`src/rtl/space_wire_pulse_handshake_tx_if.sv`:
```
// Event/handshake bundle for the pulse handshake transmitter.
// slave = the transmitter, master = whoever drives events and watches status.
interface space_wire_pulse_handshake_tx_if #(
  parameter int CNT_WIDTH = 4
);
  logic                 i_pulse;
  logic                 i_async_ack;
  logic                 i_clear_err;
  logic                 o_req;
  logic                 o_done;
  logic                 o_busy;
  logic [CNT_WIDTH-1:0] o_pending;
  logic                 o_overflow;
  logic                 o_timeout;

  modport slave (
    input  i_pulse, i_async_ack, i_clear_err,
    output o_req, o_done, o_busy, o_pending, o_overflow, o_timeout
  );

  modport master (
    output i_pulse, i_async_ack, i_clear_err,
    input  o_req, o_done, o_busy, o_pending, o_overflow, o_timeout
  );
endinterface

```
`src/rtl/space_wire_pulse_handshake_tx.sv`:
```
// Delivers local single-cycle event pulses to a foreign clock domain over a
// four-phase req/ack handshake, queuing bursts in a saturating counter.
module space_wire_pulse_handshake_tx #(
  parameter int SYNC_STAGES    = 2,
  parameter int CNT_WIDTH      = 4,
  parameter int TIMEOUT_CYCLES = 0
) (
  input  logic                          i_clk,
  input  logic                          i_reset,
  space_wire_pulse_handshake_tx_if.slave bus
);

  localparam bit TO_EN = (TIMEOUT_CYCLES > 0);
  localparam int TW    = (TIMEOUT_CYCLES > 2) ? $clog2(TIMEOUT_CYCLES) : 1;
  localparam int TLIM  = TO_EN ? (TIMEOUT_CYCLES - 1) : 0;
  localparam logic [TW-1:0]        TO_LIM   = TW'(TLIM);
  localparam logic [CNT_WIDTH-1:0] PEND_MAX = '1;

  typedef enum logic [1:0] {
    ST_IDLE     = 2'd0,
    ST_REQ      = 2'd1,
    ST_WAIT_LOW = 2'd2
  } state_e;

  state_e                 state_q, state_d;
  logic [SYNC_STAGES-1:0] sync_q, sync_d;
  logic                   req_q, req_d;
  logic                   done_q, done_d;
  logic [CNT_WIDTH-1:0]   pending_q, pending_d;
  logic                   overflow_q, overflow_d;
  logic                   timeout_q, timeout_d;
  logic [TW-1:0]          tcnt_q, tcnt_d;
  logic                   ack_s;
  logic                   launch;
  logic                   abort;
  logic                   ovf_set;

  // Stage 0 samples the asynchronous ack; each later stage copies its neighbour.
  assign sync_d[0] = bus.i_async_ack;
  generate
    for (genvar gi = 1; gi < SYNC_STAGES; gi++) begin : g_sync
      assign sync_d[gi] = sync_q[gi-1];
    end
  endgenerate
  assign ack_s = sync_q[SYNC_STAGES-1];

  always_comb begin
    state_d = state_q;
    req_d   = req_q;
    done_d  = 1'b0;
    tcnt_d  = tcnt_q;
    launch  = 1'b0;
    abort   = 1'b0;
    case (state_q)
      ST_IDLE: begin
        req_d = 1'b0;
        // A still-high ack from a previous exchange must fall before relaunch.
        if ((pending_q != '0) && !ack_s) begin
          state_d = ST_REQ;
          req_d   = 1'b1;
          launch  = 1'b1;
          tcnt_d  = '0;
        end
      end
      ST_REQ: begin
        tcnt_d = tcnt_q + 1'b1;
        if (ack_s) begin
          state_d = ST_WAIT_LOW;
          req_d   = 1'b0;
        end else if (TO_EN && (tcnt_q == TO_LIM)) begin
          state_d = ST_IDLE;
          req_d   = 1'b0;
          abort   = 1'b1;
        end
      end
      ST_WAIT_LOW: begin
        tcnt_d = tcnt_q + 1'b1;
        req_d  = 1'b0;
        // Handshake progress takes priority over an abort on the same edge.
        if (!ack_s) begin
          state_d = ST_IDLE;
          done_d  = 1'b1;
        end else if (TO_EN && (tcnt_q == TO_LIM)) begin
          state_d = ST_IDLE;
          abort   = 1'b1;
        end
      end
      default: begin
        state_d = ST_IDLE;
        req_d   = 1'b0;
      end
    endcase
  end

  always_comb begin
    pending_d = pending_q;
    ovf_set   = 1'b0;
    if (bus.i_pulse && !launch) begin
      if (pending_q == PEND_MAX) begin
        ovf_set = 1'b1;
      end else begin
        pending_d = pending_q + 1'b1;
      end
    end else if (!bus.i_pulse && launch) begin
      pending_d = pending_q - 1'b1;
    end
    // A set condition wins over a clear arriving on the same edge.
    overflow_d = ovf_set | (overflow_q & ~bus.i_clear_err);
    timeout_d  = abort   | (timeout_q  & ~bus.i_clear_err);
  end

  always_ff @(posedge i_clk) begin
    if (i_reset) begin
      state_q    <= ST_IDLE;
      sync_q     <= '0;
      req_q      <= 1'b0;
      done_q     <= 1'b0;
      pending_q  <= '0;
      overflow_q <= 1'b0;
      timeout_q  <= 1'b0;
      tcnt_q     <= '0;
    end else begin
      state_q    <= state_d;
      sync_q     <= sync_d;
      req_q      <= req_d;
      done_q     <= done_d;
      pending_q  <= pending_d;
      overflow_q <= overflow_d;
      timeout_q  <= timeout_d;
      tcnt_q     <= tcnt_d;
    end
  end

  assign bus.o_req      = req_q;
  assign bus.o_done     = done_q;
  assign bus.o_pending  = pending_q;
  assign bus.o_overflow = overflow_q;
  assign bus.o_timeout  = timeout_q;
  assign bus.o_busy     = (state_q != ST_IDLE) || (pending_q != '0);

endmodule

```
`src/flat_wrapper.sv`:
```
// flat-port wrapper written by rule: the top's interface ports become plain ports
module space_wire_pulse_handshake_tx_flat 
#(
  parameter int SYNC_STAGES    = 2,
  parameter int CNT_WIDTH      = 4,
  parameter int TIMEOUT_CYCLES = 0
)
  (i_clk, i_reset, bus_i_pulse, bus_i_async_ack, bus_i_clear_err, bus_o_req, bus_o_done, bus_o_busy, bus_o_pending, bus_o_overflow, bus_o_timeout);
  space_wire_pulse_handshake_tx_if #(.CNT_WIDTH(CNT_WIDTH)) bus_i ();
  input  logic i_clk;
  input  logic i_reset;
  input wire logic [$bits(bus_i.i_pulse)-1:0] bus_i_pulse;
  input wire logic [$bits(bus_i.i_async_ack)-1:0] bus_i_async_ack;
  input wire logic [$bits(bus_i.i_clear_err)-1:0] bus_i_clear_err;
  output wire logic [$bits(bus_i.o_req)-1:0] bus_o_req;
  output wire logic [$bits(bus_i.o_done)-1:0] bus_o_done;
  output wire logic [$bits(bus_i.o_busy)-1:0] bus_o_busy;
  output wire logic [$bits(bus_i.o_pending)-1:0] bus_o_pending;
  output wire logic [$bits(bus_i.o_overflow)-1:0] bus_o_overflow;
  output wire logic [$bits(bus_i.o_timeout)-1:0] bus_o_timeout;
  assign bus_i.i_pulse = bus_i_pulse;
  assign bus_i.i_async_ack = bus_i_async_ack;
  assign bus_i.i_clear_err = bus_i_clear_err;
  assign bus_o_req = bus_i.o_req;
  assign bus_o_done = bus_i.o_done;
  assign bus_o_busy = bus_i.o_busy;
  assign bus_o_pending = bus_i.o_pending;
  assign bus_o_overflow = bus_i.o_overflow;
  assign bus_o_timeout = bus_i.o_timeout;
  space_wire_pulse_handshake_tx #(.SYNC_STAGES(SYNC_STAGES), .CNT_WIDTH(CNT_WIDTH), .TIMEOUT_CYCLES(TIMEOUT_CYCLES)) u_core (.i_clk(i_clk), .i_reset(i_reset), .bus(bus_i));
endmodule
```
`config.mk`:
```
export PLATFORM = sky130hd
export DESIGN_NAME = space_wire_pulse_handshake_tx_flat
export DESIGN_NICKNAME = d
export VERILOG_FILES = /design/src/rtl/space_wire_pulse_handshake_tx_if.sv /design/src/rtl/space_wire_pulse_handshake_tx.sv /design/src/flat_wrapper.sv
export SDC_FILE = /design/constraint.sdc
export NUM_CORES = 1
export LEC_CHECK = 0
export ABC_CLOCK_PERIOD_IN_PS = 2500
export CORE_MARGIN = 2
export CORE_UTILIZATION = 45
export CTS_CLUSTER_DIAMETER = 30
export CTS_CLUSTER_SIZE = 14
export DETAILED_ROUTE_END_ITERATION = 16
export HOLD_SLACK_MARGIN = 0.15
export PLACE_DENSITY = 0.73
export SYNTH_ARGS = -nofsm -noshare
export SYNTH_HDL_FRONTEND = slang
export SYNTH_SLANG_ARGS = --single-unit
```
`constraint.sdc`:
```
create_clock -name i_clk -period 2.5 [get_ports i_clk]
set_input_delay 0.75 -clock i_clk [delete_from_list [all_inputs] [get_ports i_clk]]
set_output_delay 0.75 -clock i_clk [all_outputs]
set_load 0.01 [all_outputs]
```
* Yosys cells after proc, flatten, opt, wreduce, memory -nomap -nowiden *
Index checks and enable logic that the tools add are counted.

storage, ports and cells
  register bits = 12
  input bits = 5
  logic and storage cells = 49
  output and inout port bits = 9

operators by class
  $add $sub $neg = 2
  bitwise operators = 5
  equal/unequal tests = 7
  reductions and logical operators = 14
  multiplexer cells = 14

operator list
  operator             count
  $mux 4               3
  $mux 1               6
  $mux 2               3
  $pmux 2 s3           1
  $add 4x1->4 const B  1
  $eq 4x4->1 const B   1
  $ne 2x1->1 const B   2
  $ne 2x2->1 const B   2
  $reduce_bool 2->1    2
  $reduce_bool 4->1    1
  $sub 4x1->4 const B  1
  $logic_and 1x1->1    3
  $logic_not 1->1      3
  $reduce_and 3->1     1
  $and 1x1->1          2
  $eq 2x1->1 const B   1
  $eq 2x2->1 const B   1
  $logic_not 2->1      1
  $not 1->1            2
  $pmux 1 s2           1
  $reduce_and 2->1     1
  $reduce_or 2->1      1
  $logic_or 1x1->1     1
  $or 1x1->1           1

* Depth between registers and ports, before layout *
Gate-level depths: netlist of the first run.

  depth after elaboration = 8
  mapped depth = 8
  gate-level depth less buffers = 8

* Least setup slack after synthesis of the first run *
No wires, ideal clock.

  path kind = flip-flop to flip-flop
  start = register u_core.pending_q[0] (netlist: u_core.bus.o_pending[0])
  end = register u_core.pending_q[3] (netlist: u_core.bus.o_pending[3])
  data arrival time = 2.056 ns
  buffers on the path = 0
  period minus slack after synthesis = 2.191 ns
  library setup time = 0.134 ns
  path slack = 0.309 ns
  data required time = 2.366 ns
  cell stages (with the launch flop) = 9
  cells stage by stage = dfxtp_1 or4_4 nand2_1 nand2_1 ha_1 a21oi_1 a21boi_0 mux2i_1 o311ai_2

on the way
  longest elaborated chain between the ends = 8
  elaborated cells on any way between the ends = 16
  classes of those cells = 2 x add/sub; 2 x eq/ne; 5 x mux; 7 x reduce/logical

ends and longest elaborated chain
  item                                                                     line                                  source
  start, declared                                                          space_wire_pulse_handshake_tx.sv:29   logic [CNT_WIDTH-1:0] pending_q, pending_d;
  start signal, assigned                                                   space_wire_pulse_handshake_tx.sv:127  pending_q <= pending_d;
  $reduce_bool 4->1                                                        space_wire_pulse_handshake_tx.sv:58   if ((pending_q != '0) && !ack_s) begin
  $logic_and 1x1->1                                                        space_wire_pulse_handshake_tx.sv:58
  $mux 1                                                                   space_wire_pulse_handshake_tx.sv:58
  $mux 1                                                                   space_wire_pulse_handshake_tx.sv:54   case (state_q)
  $logic_not 1->1                                                          space_wire_pulse_handshake_tx.sv:98   if (bus.i_pulse && !launch) begin
  $logic_and 1x1->1                                                        space_wire_pulse_handshake_tx.sv:98
  $ne 2x2->1 (no source line) / $reduce_bool 2->1 (equally long branches)  -
  $reduce_and 2->1 (no source line)                                        -

Parallel ways exist; a longest one is shown, timed or not. The select of a mux whose other input is x is not followed.
A chain may end at the register's enable or synchronous reset.

* Final worst setup path of the first run *
  start = register u_core.pending_q[2] (netlist: u_core.bus.o_pending[2])
  end = output bus_o_busy

on the way
  longest elaborated chain between the ends = 2

ends and longest elaborated chain
  item               line                                  source
  $reduce_bool 4->1  space_wire_pulse_handshake_tx.sv:139  assign bus.o_busy = (state_q != ST_IDLE) || (pending_q != '0);
  $logic_or 1x1->1   space_wire_pulse_handshake_tx.sv:139
  end, declared      flat_wrapper.sv:17                    output wire logic [$bits(bus_i.o_busy)-1:0] bus_o_busy;

No other way between the ends.

==> results.txt, run 1 <==
Status - finished, final reports clean
Period utilization - 97.0%
Ant. Diodes - 0
Leakage - 0.342 nW
CP endpoint kind - output port
Number of remaining DRC errors - 0
Post-cts resize count - 4
Worst hold slack - 0.442 ns
FF-to-FF End - u_core.bus.o_pending[3]
DRT Pass-1 Iters - 4
Post-Syn Nets - 68
Hold-fix buffers at CTS - 0
Clock slew at reported path FFs - 0.08 ns
Drt total wl - 1290 µm
Commonest non-fill, non-tap cells in the layout - clkdlybuf4s50_1 (12), dfxtp_1 (12), buf_4 (10), nor2_1 (4)
Rel. slew slack - 76.9%
Mapped cell area - 607 µm²
Die width - 40.7 µm
CORE AREA - 1280 µm²
Worst-margin pin slew - 0.343 ns
Net switching share of the total power - 37.1%
RR Startpoint - u_core.bus.o_pending[2]
Hold EP - u_core.sync_q[1]
Worst r2r path cells - 9
Hold Vio Cnt, Final - 0
Placed wire-length estimate - 1010 µm
First-pass GRT wire length - 1900 µm
Internal power - 673 µW
Initial antenna violation count - 0
Layout cells sized above 1 - 25.9%
Initial core utilization - 47.2%
Worst setup path class - reg2out
Per-cell routed wire length - 12.9 µm
Non-Filler Instances - 100
CTS root buf - clkbuf_4
Slew Viols, Final - 0
Vias - 535
Endpoints failing setup - 0
P&R area growth vs syn - 39.0%
CTS buffer count - 3
Setup bufs post-CTS - 0
Synth Register Bits - 12
Vias in the first global route - 483
Combinational power share - 60.1%
Net Sw Power - 396 µW
Hold Path Origin - u_core.sync_q[0]
Clock Skew - 0.00500 ns
Post-DP Area - 812 µm²
NumNets Final - 94
Yosys cell types - 29
Fin util - 65.6%
Max IR drop VDD - 0.000677 V
Final estimated routing congestion in global placement - 0.741
Clk sinks - 12
Worst hold stages - 1
Fmax - 412 MHz
Std cell rows - 13
Congestion Overflow GR - 0
Vias per cell - 5.35
TritonCTS clock tree - done
Post-synthesis sequential area ratio - 39.6%
GRT Util Overall - 18.3%
Initial DRC Count - 8
CTS max path bufs - 2
Pwr Total - 1.07 mW
H-Tree Depth - 1
PD cells - 1270 nW/µm²
Clock power frac - 14.5%
RSZ-0062 raised after global routing - no
Mean Syn Cell Area - 10.1 µm²
Ys Warns - 0
Max-cap violations - 0
Slack of the critical path - 0.0743 ns
Clk_lat worst skew - 0.27 ns
Minimum clock period - 2.43 ns
Largest net degree at the start of global routing - 12
Metal2 WL - 669 µm
Critical Path AT - 1.68 ns
Metal-1 WL - 541 µm
Required time worst endpoint - 1.75 ns
Port buffer count - 13
Worst hold path type - reg2reg
CP Launch Type - register
Largest fanout on the critical path - 2
Final instance area - 843 µm²
Placed insts - 96
Setup tns final - 0 ns
I/O pin count - 14
DIE AREA - 1660 µm²
Post-DRT Antenna Nets - 0
FF-to-FF setup slack - 0.12 ns
Flop pwr share - 25.4%
Max layer used - met4
Synth Instances - 60
Die Height - 40.7 µm
Met3 Routed Length - 70 µm
Pre-CTS setup slack - -0.00687 ns
## power groups by stage
stage	combinational, mW	sequential, mW	clock (mW)
after floorplan	0.353	0.312	0
after global placement	0.642	0.271	0
after detailed placement	0.658	0.274	0
after CTS	0.646	0.271	0.159
after global routing	0.697	0.275	0.166
final	0.643	0.272	0.155
## layer usage
layer	global-route usage, %	vias up
met1	17.6	254
li1	-	265
met2	34.1	14
met5	0	-
met3	8.15	2
met4	5.83	0
## cells by family after synthesis
| logic type | share of synthesized area [%] |
|---|---|
| xor gates and xnor gates | 2.89 |
| DFF | 39.6 |
| AOI/OAI and AO/OA | 12.8 |
| buffers and inverters | 4.33 |
| adders and majority gates | 7.42 |
| muxes | 3.30 |
| and+or+nand+nor | 29.7 |
## Yosys cell counts, drive strengths merged
cell type | number | area, µm²
o21ai | 2 | 10.0
a32oi | 1 | 8.76
nand2b | 3 | 18.8
nand2 | 3 | 11.3
a21oi | 3 | 15.0
inv | 2 | 7.51
buf | 2 | 18.8
fa | 1 | 20.0
nor3b | 4 | 40.0
ha | 2 | 25.0
dfxtp | 12 | 240
o311ai | 1 | 16.3
and4 | 1 | 10.0
or4 | 1 | 11.3
nor4b | 1 | 8.76
or3 | 1 | 7.51
nand3 | 1 | 5.00
nor2b | 3 | 18.8
nor3 | 3 | 15.0
xnor2 | 2 | 17.5
a211oi | 1 | 20.0
nor4 | 1 | 6.26
and3 | 1 | 6.26
a21boi | 1 | 7.51
nor2 | 4 | 15.0
nand4 | 1 | 6.26
mux2i | 2 | 20.0
## registers in the layout, summed over array words and instances, names as in the netlist
signal,cells
u_core.bus.o_req,1
u_core.sync_q,2
u_core.bus.o_timeout,1
u_core.bus.o_pending,4
u_core.state_q,2
u_core.bus.o_done,1
u_core.bus.o_overflow,1
## critical path, stage by stage (launching register included)
cell and delay (ns):
dfxtp_1 0.32, or4_4 0.53, or3_2 0.41, buf_2 0.15
## how the worst max path moves through the flow
stage	start	endpoint	cells past startpoint	slack [ns]
global placement	u_core.bus.o_pending[2]	bus_o_busy	3	0.04
finish	u_core.bus.o_pending[2]	bus_o_busy	3	0.07
CTS	u_core.bus.o_pending[2]	bus_o_busy	3	0.06
detailed placement	bus_i_pulse	u_core.bus.o_pending[3]	7	-0.007
global route	u_core.bus.o_pending[2]	bus_o_busy	3	0.03
floorplan	u_core.bus.o_pending[0]	u_core.bus.o_pending[3]	8	0.31
## area by class of cell
| type | count | area (µm²) |
|---|---|---|
| multi-input cells | 44 | 340 |
| fillers | 109 | 442 |
| inverters | 2 | 7.51 |
| repair buffers | 23 | 200 |
| clock buffers | 4 | 36.3 |
| flip-flops and latches | 12 | 240 |
| well taps | 15 | 18.8 |
(Power assumes the default switching activity.)
==> run 2: changes to the inputs <==
--- a/config.mk
+++ b/config.mk
@@ -13,6 +13,7 @@
 export DETAILED_ROUTE_END_ITERATION = 16
 export HOLD_SLACK_MARGIN = 0.15
 export PLACE_DENSITY = 0.73
+export SKIP_CTS_REPAIR_TIMING = 1
 export SYNTH_ARGS = -nofsm -noshare
 export SYNTH_HDL_FRONTEND = slang
 export SYNTH_SLANG_ARGS = --single-unit
==> constraint.sdc (replaced) <==
create_clock -name i_clk -period 2.5 [get_ports i_clk]
set_input_delay 0.625 -clock i_clk [delete_from_list [all_inputs] [get_ports i_clk]]
set_output_delay 0.625 -clock i_clk [all_outputs]
set_load 0.01 [all_outputs]
==> run 2 against run 1 <==
Global-route usage up 0.23 points; critical path depth increased by 6; final area down 3.1%; largest cell class unchanged; critical path type is now reg2reg.
==> results.txt, run 2 (synthesized netlist as in run 1, its figures left out) <==
Area of the multi-input gates - 344 µm²
Placed insts - 91
CP Launch Type - register
Post-DRT Antenna Nets - 0
Number of remaining DRC errors - 0
RSZ-0062 raised after global routing - no
Clk_lat worst skew - 0.27 ns
Port buffer count - 13
TritonCTS clock tree - done
Worst setup path class - reg2reg
WP buf/inv - 1
FF-to-FF setup slack - 0.15 ns
Initial core utilization - 47.2%
Initial DRC Count - 6
Crit path top cell by count - nand2_1
Clock slew at reported path FFs - 0.08 ns
Status - finished, final reports clean
Clk sinks - 12
Cell Chain, Critical Path - or4_4 -> buf_4 -> nand2_1 -> nand2_1 -> ha_1 -> a21oi_2 -> a21boi_0 -> mux2i_1 -> o311ai_2
PD cells - 1270 nW/µm²
Drt total wl - 1150 µm
Hold Vio Cnt, Final - 0
Vias in the first global route - 485
Metal-1 WL - 582 µm
CTS buffer count - 3
Die width - 40.7 µm
Fmax - 426 MHz
Internal power - 651 µW
Worst hold path type - reg2reg
Net switching share of the total power - 37.5%
Flop pwr share - 26.3%
Clock power frac - 14.9%
Critical Path AT - 2.49 ns
Die Height - 40.7 µm
Non-Filler Instances - 95
Metal2 WL - 527 µm
Worst-margin pin slew - 0.480 ns
Required time worst endpoint - 2.65 ns
DRT Pass-1 Iters - 4
Max IR drop VDD - 0.000643 V
Std cell rows - 13
Fin util - 63.6%
Initial antenna violation count - 0
Filler instances - 103
Period utilization - 93.8%
P&R area growth vs syn - 34.6%
Vias per cell - 5.40
Leakage - 0.325 nW
Commonest non-fill, non-tap cells in the layout - clkdlybuf4s50_1 (12), dfxtp_1 (12), buf_4 (5), nor2_1 (4)
Net Sw Power - 390 µW
CTS root buf - clkbuf_4
Layout cells sized above 1 - 21.3%
GRT Util Overall - 18.5%
CP max stage cell - or4_4
Storage cell area - 240 µm²
H-Tree Depth - 1
Clock Skew - 0.000553 ns
Max reg flops - 4
Largest net degree at the start of global routing - 14
Ant. Diodes - 0
Placed wire-length estimate - 873 µm
Congestion Overflow GR - 0
CP endpoint kind - register
Vias - 513
Slew Viols, Final - 0
CP max stage delay - 0.53 ns
Largest fanout on the critical path - 5
Delay-heaviest family, CP - simple AND/OR/NAND/NOR gates
Rel. slew slack - 67.9%
CTS max path bufs - 2
Met3 Routed Length - 35 µm
Final estimated routing congestion in global placement - 0.806
Max layer used - met4
NumNets Final - 89
Max-cap violations - 0
Minimum clock period - 2.35 ns
DIE AREA - 1660 µm²
CORE AREA - 1280 µm²
First-pass GRT wire length - 2000 µm
I/O pin count - 14
Endpoints failing setup - 0
Combinational power share - 58.7%
Per-cell routed wire length - 12.1 µm
run 2: layout make-up:
type,count,area share [%]
inverter,2,0.919
tap,15,2.30
multi-input combinational,44,42.1
clock buffer,4,4.44
timing repair buffer,18,20.8
sequential,12,29.4
run 2: metal layers:
| layer | GRT usage [%] | vias up |
|---|---|---|
| li1 | - | 255 |
| met2 | 28.2 | 10 |
| met1 | 24.6 | 246 |
| met3 | 3.26 | 2 |
| met4 | 10.0 | 0 |
| met5 | 0 | - |
run 2: power by group through the flow:
stage	sequential (mW)	combinational, mW	clock (mW)
after detailed placement	0.279	0.603	0
after floorplan	0.312	0.353	0
final	0.274	0.612	0.156
after global placement	0.278	0.598	0
after global routing	0.281	0.674	0.168
after CTS	0.275	0.607	0.163
run 2: path summary, 6_finish.rpt:
kind	depth (start not counted)	to	from
max reg2reg	9	u_core.bus.o_pending[3]	u_core.bus.o_pending[2]
max	9	u_core.bus.o_pending[3]	u_core.bus.o_pending[2]
min	1	u_core.sync_q[1]	u_core.sync_q[0]
min reg2reg	1	u_core.sync_q[1]	u_core.sync_q[0]
run 2: through the flow:
step / setup TNS, ns / hold WS, ns / power (mW) / setup WS [ns] / area [µm²]
floorplan: 0 / 0.414 / 0.665 / 0.309 / 607
global placement: 0 / 0.420 / 0.876 / 0.143 / 774
detailed placement: 0 / 0.430 / 0.882 / 0.0391 / 774
CTS: -0.173 / 0.449 / 1.04 / -0.173 / 811
global route: 0 / 0.471 / 1.12 / 0.0211 / 817
finish: 0 / 0.444 / 1.04 / 0.155 / 817
==> run 3: changes to the inputs <==
--- a/config.mk
+++ b/config.mk
@@ -11,8 +11,9 @@
 export CTS_CLUSTER_DIAMETER = 30
 export CTS_CLUSTER_SIZE = 14
 export DETAILED_ROUTE_END_ITERATION = 16
+export DONT_BUFFER_PORTS = 1
+export GPL_ROUTABILITY_DRIVEN = 1
 export HOLD_SLACK_MARGIN = 0.15
-export PLACE_DENSITY = 0.73
 export SKIP_CTS_REPAIR_TIMING = 1
 export SYNTH_ARGS = -nofsm -noshare
 export SYNTH_HDL_FRONTEND = slang
==> run 3 against run 2 <==
Fmax is 0.38% lower; total power is 15% lower; hold slack worse by 0.036 ns; count of clock-buffer cells in the layout is 1 lower; sequential share of layout area is 6.6 points higher; flip-flop and latch count stayed put; critical path type is now reg2out; highest routed layer unchanged.
==> results.txt, run 3 (synthesized netlist as in run 1, its figures left out) <==
Clk_lat worst skew - 0.27 ns
RSZ-0062 raised after global routing - no
Most common cell after layout, fill and taps aside - dfxtp_1
GRT Util Overall - 16.2%
Slew Viols, Final - 0
Clock Skew - 0.00473 ns
Port buffer count - 0
Status - finished, final reports clean
Final estimated routing congestion in global placement - 0.730
CTS buffer count - 3
Worst hold path type - in2reg
Worst-margin pin slew - 0.352 ns
Placed wire-length estimate - 789 µm
Hold Path Origin - i_reset
Minimum clock period - 2.35 ns
Fmax - 425 MHz
Net switching share of the total power - 40.0%
Layout cells sized above 1 - 22.7%
Required time worst endpoint - 1.88 ns
Ant. Diodes - 0
Endpoints failing setup - 0
Pre-CTS setup slack - 0.293 ns
Post-DP Area - 644 µm²
Worst hold stages - 1
Die Height - 40.7 µm
Initial antenna violation count - 0
DIE AREA - 1660 µm²
Largest fanout on the critical path - 5
Rel. slew slack - 76.4%
Max IR drop VDD - 0.000742 V
RR Startpoint - u_core.bus.o_pending[2]
CTS root buf - clkbuf_4
Flop pwr share - 31.9%
Worst hold slack - 0.407 ns
CORE AREA - 1280 µm²
I/O pin count - 14
Initial DRC Count - 3
Worst setup path class - reg2out
Clock power frac - 13.1%
Net Sw Power - 355 µW
Critical Path AT - 1.73 ns
Initial core utilization - 47.2%
Per-cell routed wire length - 12.7 µm
Vias - 438
PD cells - 1330 nW/µm²
Drt total wl - 1030 µm
Clock slew at reported path FFs - 0.07 ns
First-pass GRT wire length - 1680 µm
Number of remaining DRC errors - 0
DRT Pass-1 Iters - 2
Vias in the first global route - 369
Clk sinks - 12
NumNets Final - 76
FF-to-FF setup slack - 0.32 ns
CP Launch Type - register
Post-DRT Antenna Nets - 0
H-Tree Depth - 1
Combinational power share - 55.1%
Slack of the critical path - 0.146 ns
Setup tns final - 0 ns
Max-cap violations - 0
Leakage - 0.264 nW
Hold EP - u_core.bus.o_pending[0]
Die width - 40.7 µm
FF-to-FF End - u_core.bus.o_pending[3]
Internal power - 532 µW
Congestion Overflow GR - 0
Max reg flops - 4
CP endpoint kind - output port
Hold Vio Cnt, Final - 0
CTS max path bufs - 2
Worst r2r path cells - 8
Vias per cell - 5.41
Fin util - 51.9%
Commonest non-fill, non-tap cells in the layout - dfxtp_1 (12), buf_4 (5), nor2_1 (4)
Filler instances - 131
Std cell rows - 13
P&R area growth vs syn - 9.90%
Largest net degree at the start of global routing - 14
Final instance area - 667 µm²
Period utilization - 94.2%
TritonCTS clock tree - done
==> run 3: critical path: stages, from the launching register on <==
cell and delay [ns]:
dfxtp_1 0.31, or4_4 0.53, buf_4 0.17, or3_2 0.45
==> run 3: layout make-up <==
type                       instances  area [µm²]  area share (%)
inverter                           2        7.51            1.13
multi-input combinational         44         340            51.0
sequential                        12         240            36.0
timing repair buffer               5        37.5            5.63
clock buffer                       3        22.5            3.38
tap                               15        18.8            2.81
==> run 3: through the flow <==
step | total power, mW | std cells
6_report | 0.888 | 81
3_3_place_gp | 0.773 | 78
5_1_grt | 0.972 | 81
2_1_floorplan | 0.665 | 60
3_5_place_dp | 0.779 | 78
4_1_cts | 0.902 | 81
==> run 3: how the worst max path moves through the flow <==
stage,from,endpoint,slack [ns],depth (start not counted)
finish,u_core.bus.o_pending[2],bus_o_busy,0.15,3
global route,u_core.bus.o_pending[2],u_core.bus.o_pending[3],0.09,8
CTS,u_core.bus.o_pending[2],bus_o_busy,0.13,3
detailed placement,u_core.bus.o_pending[2],u_core.bus.o_pending[3],0.29,8
global placement,u_core.bus.o_pending[2],u_core.bus.o_pending[3],0.34,8
floorplan,u_core.bus.o_pending[0],u_core.bus.o_pending[3],0.31,8
==> run 3: layer usage <==
metal	part of all wire, %	track usage [%]
met1	49	21.6
met2	41	20.6
met3	9.7	10.9
met4	0.58	5.00
met5	0	0
==> run 3: power by group through the flow <==
stage	sequential (mW)	clock, mW	combinational [mW]
floorplan	0.312	0	0.353
global placement	0.288	0	0.485
detailed placement	0.288	0	0.491
CTS	0.284	0.121	0.497
global route	0.290	0.129	0.553
finish	0.283	0.116	0.489
